`config.mk`:
```
export PLATFORM = sky130hd
export DESIGN_NAME = pipe_e_reg
export DESIGN_NICKNAME = d
export VERILOG_FILES = /design/src/rtl/pipe_e_reg.sv
export SDC_FILE = /design/constraint.sdc
export NUM_CORES = 1
export LEC_CHECK = 0
export BUFFER_PORTS_ARGS = -buffer_cell sky130_fd_sc_hd__clkbuf_2
export CAP_MARGIN = 10
export CORE_AREA = 2 2 179 181
export DETAILED_ROUTE_END_ITERATION = 10
export DIE_AREA = 0 0 181 183
export GPL_TIMING_DRIVEN = 0
export PLACE_DENSITY_LB_ADDON = 0.2
export SYNTH_ARGS = -nofsm -noshare
export SYNTH_HDL_FRONTEND = slang
export SYNTH_SLANG_ARGS = --single-unit
```
`constraint.sdc`:
```
create_clock -name clk -period 1.8 [get_ports clk]
set_input_delay 0.18 -clock clk [delete_from_list [all_inputs] [get_ports clk]]
set_output_delay 0.18 -clock clk [all_outputs]
set_load 0.02 [all_outputs]
```
`src/rtl/pipe_e_reg.sv`:
```
// Execute-stage pipeline register with bubble injection, stall hold, and a stall watchdog.
// Latency: d_* appear on E_* one cycle after a clean edge; all outputs are registered.
// Backpressure: E_stall holds the stage (stall wins over E_bubble); E_bubble loads a nop.
// Optional: define PIPE_E_PERF_CNT_EN to add the perf_stall/bubble/instr counters.
module pipe_e_reg #(
    parameter int DATA_W    = 64,
    parameter int MAX_STALL = 15
) (
    input  logic              clk,
    input  logic              rst_n,
    input  logic              E_stall,
    input  logic              E_bubble,
    input  logic [0:3]        d_stat,
    input  logic [3:0]        d_icode,
    input  logic [3:0]        d_ifun,
    input  logic [DATA_W-1:0] d_valC,
    input  logic [DATA_W-1:0] d_valA,
    input  logic [DATA_W-1:0] d_valB,
    input  logic [3:0]        d_dstE,
    input  logic [3:0]        d_dstM,
    input  logic [3:0]        d_srcA,
    input  logic [3:0]        d_srcB,
    output logic [0:3]        E_stat,
    output logic [3:0]        E_icode,
    output logic [3:0]        E_ifun,
    output logic [DATA_W-1:0] E_valC,
    output logic [DATA_W-1:0] E_valA,
    output logic [DATA_W-1:0] E_valB,
    output logic [3:0]        E_dstE,
    output logic [3:0]        E_dstM,
    output logic [3:0]        E_srcA,
    output logic [3:0]        E_srcB,
    output logic              E_is_bubble,
    output logic              ctrl_err,
    output logic              stall_timeout,
    output logic [7:0]        stall_run
`ifdef PIPE_E_PERF_CNT_EN
    ,
    output logic [31:0]       perf_stall_cnt,
    output logic [31:0]       perf_bubble_cnt,
    output logic [31:0]       perf_instr_cnt
`endif
);

    typedef struct packed {
        logic [0:3]        stat;
        logic [3:0]        icode;
        logic [3:0]        ifun;
        logic [DATA_W-1:0] valC;
        logic [DATA_W-1:0] valA;
        logic [DATA_W-1:0] valB;
        logic [3:0]        dstE;
        logic [3:0]        dstM;
        logic [3:0]        srcA;
        logic [3:0]        srcB;
        logic              is_bubble;
    } stage_t;

    // nop with no register traffic, status AOK
    localparam stage_t BUBBLE = '{
        stat: 4'b1000, icode: 4'h1, ifun: 4'h0,
        valC: '0, valA: '0, valB: '0,
        dstE: 4'hF, dstM: 4'hF, srcA: 4'hF, srcB: 4'hF,
        is_bubble: 1'b1
    };

    localparam logic [7:0] MAX_RUN = 8'(MAX_STALL);

    stage_t     stage_q, stage_d;
    logic [7:0] run_q, run_d;
    logic       err_q, err_d;
    logic       tmo_q, tmo_d;

    // Next-state selection: stall holds, else bubble, else load decode outputs.
    always_comb begin
        stage_d = stage_q;
        run_d   = 8'd0;
        err_d   = err_q | (E_stall & E_bubble);
        tmo_d   = tmo_q;
        if (E_stall) begin
            run_d = (run_q == 8'hFF) ? 8'hFF : run_q + 8'd1;
            // Saturation at 255 means a run can never step past MAX_STALL=255.
            if (run_q == MAX_RUN && run_q != 8'hFF) begin
                tmo_d = 1'b1;
            end
        end else if (E_bubble) begin
            stage_d = BUBBLE;
        end else begin
            stage_d = '{
                stat: d_stat, icode: d_icode, ifun: d_ifun,
                valC: d_valC, valA: d_valA, valB: d_valB,
                dstE: d_dstE, dstM: d_dstM, srcA: d_srcA, srcB: d_srcB,
                is_bubble: 1'b0
            };
        end
    end

    // Stage contents and watchdog state; reset loads the bubble immediately.
    always_ff @(posedge clk or negedge rst_n) begin
        if (!rst_n) begin
            stage_q <= BUBBLE;
            run_q   <= 8'd0;
            err_q   <= 1'b0;
            tmo_q   <= 1'b0;
        end else begin
            stage_q <= stage_d;
            run_q   <= run_d;
            err_q   <= err_d;
            tmo_q   <= tmo_d;
        end
    end

    assign E_stat        = stage_q.stat;
    assign E_icode       = stage_q.icode;
    assign E_ifun        = stage_q.ifun;
    assign E_valC        = stage_q.valC;
    assign E_valA        = stage_q.valA;
    assign E_valB        = stage_q.valB;
    assign E_dstE        = stage_q.dstE;
    assign E_dstM        = stage_q.dstM;
    assign E_srcA        = stage_q.srcA;
    assign E_srcB        = stage_q.srcB;
    assign E_is_bubble   = stage_q.is_bubble;
    assign ctrl_err      = err_q;
    assign stall_timeout = tmo_q;
    assign stall_run     = run_q;

`ifdef PIPE_E_PERF_CNT_EN
    logic [31:0] pstall_q, pbub_q, pinstr_q;

    // Event counters, free-running and wrapping; classification mirrors the stage priority.
    always_ff @(posedge clk or negedge rst_n) begin
        if (!rst_n) begin
            pstall_q <= 32'd0;
            pbub_q   <= 32'd0;
            pinstr_q <= 32'd0;
        end else if (E_stall) begin
            pstall_q <= pstall_q + 32'd1;
        end else if (E_bubble) begin
            pbub_q   <= pbub_q + 32'd1;
        end else if (d_icode != 4'h1) begin
            pinstr_q <= pinstr_q + 32'd1;
        end
    end

    assign perf_stall_cnt  = pstall_q;
    assign perf_bubble_cnt = pbub_q;
    assign perf_instr_cnt  = pinstr_q;
`endif

endmodule
```
==> metrics.md <==
| Metric | Value |
|---|---|
| Dpl ws | 0.00897 ns |
| Register area share after synthesis | 60.5% |
| Pin count of the biggest net entering global routing | 104 |
| Final Util | 50.0% |
| Post-Synthesis Cells | 969 |
| Netlist cell types | 33 |
| Crit path buf inv count | 1 |
| Cell Area, Synth | 9590 µm² |
| Grt ovf | 0 |
| Psw | 3.89 mW |
| Post-CTS sizing | 0 |
| Fillers | 2954 |
| Synthesized net count | 1194 |
| Vias in the first global route | 9713 |
| Status | finished clean |
| Max-slew violation count | 0 |
| HP Class | input port to register |
| RD Place Congestion | 0.783 |
| H-tree level count | 1 |
| Worst path slowest cell | dfrtp_1 |
| Fin crit share | 79.3% |
| Ports | 455 |
| Ys flop type | dfrtp_1 |
| Clock share of power | 41.7% |
| GRT Util Overall | 20.3% |
| First drt pass iteration count | 5 |
| Clk buf depth | 3 |
| Setup TNS Final | 0 ns |
| Core area | 31200 µm² |
| Worst Clk Skew | 0.00715 ns |
| Inst Count DP | 1825 |
| Hold Violations, Final | 0 |
| Seq pwr share | 40.7% |
| 1st-iter DRT viols | 384 |
| DRC | 0 |
| Layout cells sized above 1 | 32.8% |
| Leak | 7.71 nW |
| Row cnt | 65 |
| Area Overhead vs Synth | 62.9% |
| Final nets | 1898 |
| PD cells | 919 nW/µm² |
| Post-route ant nets | 0 |
| Sw frac | 27.1% |
| CTS tree | done |
| Cell Count, Final, Fillers Out | 2097 |
| Root Buffer Master | clkbuf_16 |
| Fmax achieved | 701 MHz |
| Final worst slack | 0.373 ns |
| Cell family with most CP delay | flip-flops |
| Worst vdd ir | 0.639 mV |
| Synth warn | 0 |
| Inserted Clock Buffers | 27 |
| WP data arrival | 1.25 ns |
| DRT Wirelength | 34400 µm |
| Slew HR | 51.7% |
| Initial Utilization | 30.7% |
| Worst-skew pair later-pin latency | 0.53 ns |
| Comb power frac | 17.5% |
| DIE AREA | 33100 µm² |
| Unrepaired setup endpoints after global routing | false |
| Vias per cell | 4.48 |
| CP Capture Type | output port |
| Reg clk slew, reported paths | 0.06 ns |
| Final setup vio count | 0 |
| Crit path max fanout | 8 |
| Initial antenna violation count | 2 |
| Tmin final | 1.43 ns |
| Via count | 9386 |
| Ys async rst share | 100% |
| Die Y | 183 µm |
| MaxCap Viol Count | 0 |
| Mean Syn Cell Area | 9.90 µm² |
| Die W | 181 µm |
| Tightest Pin Transition | 0.725 ns |
| CTS sink count | 231 |
| Crit path launch type | register |
| CP Cell Sequence | clkbuf_2 |
| EDFF count, synth | 0 |
| Pint | 10.5 mW |
| # port buffers | 452 |
| Setup CP Type | register to output port |
| First-pass GRT wire length | 53700 µm |
| Wire per inst | 16.4 µm |
| Hpwl dp | 24000 µm |
| # Post-CTS Setup Buffers | 0 |
| Worst endpoint required time | 1.62 ns |
| Min Hold Slack | 0.0461 ns |
| CTS Hold Buffers Added | 221 |
| Yosys reg bits | 231 |
| Peak per-stage delay on the critical path | 0.48 ns |
## kinds of logic after synthesis
group,after synthesis,share of synthesized area (%)
AND/OR/NAND/NOR,427,21.9
AO/OA/AOI/OAI,234,13.1
flip-flops,231,60.5
buffers and inverters,74,4.14
XOR/XNOR,1,0.0913
multiplexers,1,0.117
adder cells (fa/ha/maj),1,0.130
## routing by layer
layer,vias to the layer above,part of all wire [%],wire length (µm),GRT usage (%)
li1,4558,-,-,-
met3,55,7.2,2470,5.12
met4,0,3.1,1080,6.11
met2,352,49,16800,35.8
met5,-,0,0,0
met1,4421,41,14000,24.5
## cells in the final DEF (no fill, tap or decap), types with 3 or more instances in the layout
cell | Yosys | layout
bufinv_16 | 0 | 5
a22o_1 | 14 | 14
nand2_1 | 208 | 208
clkbuf_16 | 0 | 27
buf_6 | 12 | 12
clkbuf_2 | 0 | 451
nor2_1 | 21 | 21
o21a_1 | 3 | 3
clkbuf_1 | 38 | 40
o21ai_0 | 159 | 159
dlygate4sd3_1 | 0 | 221
dfrtp_1 | 212 | 212
nand2b_1 | 188 | 188
buf_2 | 20 | 20
o21ai_1 | 49 | 49
dfstp_2 | 19 | 19
clkinv_2 | 0 | 5
clkbuf_8 | 0 | 9
## power groups by stage
stage | clock [mW] | combinational [mW] | sequential (mW)
CTS | 6.16 | 2.55 | 5.85
finish | 5.99 | 2.52 | 5.85
detailed placement | 0 | 2.15 | 5.93
global placement | 0 | 2.12 | 5.93
global route | 6.38 | 2.75 | 5.89
floorplan | 0 | 0.595 | 6.41
## synthesized netlist by cell type, types with 2 or more instances
cell	number	area, µm²
a22o_1	14	123
nand2_1	208	781
buf_2	20	100
clkbuf_1	38	143
dfrtp_1	212	5310
nor2_1	21	78.8
o21a_1	3	22.5
a31oi_1	2	12.5
dfstp_2	19	499
nor3_1	2	10.0
nand2b_1	188	1180
o21ai_0	159	796
nand3_1	2	10.0
buf_6	12	135
o21ai_1	49	245
inv_1	2	7.51
nand4_1	2	12.5
## stage by stage
stage,total power [mW],cell area (µm²)
global placement,8.05,12400
finish,14.4,15600
detailed placement,8.08,12400
global route,15.0,15600
floorplan,7.01,9590
CTS,14.6,15600
## final timing paths
check / slack, ns / end / cells past startpoint / from
setup / recovery: 0.37 / stall_run[5] / 1 / stall_run[5]
hold / removal: 0.05 / E_srcB[3] / 3 / E_stall
setup reg to reg: 0.42 / stall_run[6] / 4 / stall_run[0]
min in group asynchronous: 0.15 / E_ifun[1] / 2 / rst_n
hold reg to reg: 0.48 / ctrl_err / 1 / ctrl_err
max in group asynchronous: 0.79 / E_valA[50] / 3 / rst_n
## flip-flops by register name, summed over array words and instances (netlist names)
signal,flops
E_dstE,4
E_dstM,4
E_icode,4
E_ifun,4
E_is_bubble,1
E_srcA,4
E_srcB,4
E_stat,4
E_valA,64
E_valB,64
E_valC,64
ctrl_err,1
stall_run,8
stall_timeout,1
## tightest hold or removal path: cells and delay by family
family	cells	cell delay [ns]
compound gates	1	0.07
buf+inv	1	0.21
simple gates	1	0.10
## area by class of cell
type,instances,area (µm²),area share (%)
diodes,2,5.00,0.0320
plain buffers,72,389,2.49
clock buffers,37,793,5.08
clock inverters,12,191,1.23
inverters,2,7.51,0.0481
multi-input cells,664,3390,21.7
flip-flops and latches,231,5800,37.2
well taps,402,503,3.22
repair buffers,675,4540,29.0
No activity file was read; power rests on OpenSTA's default activity.
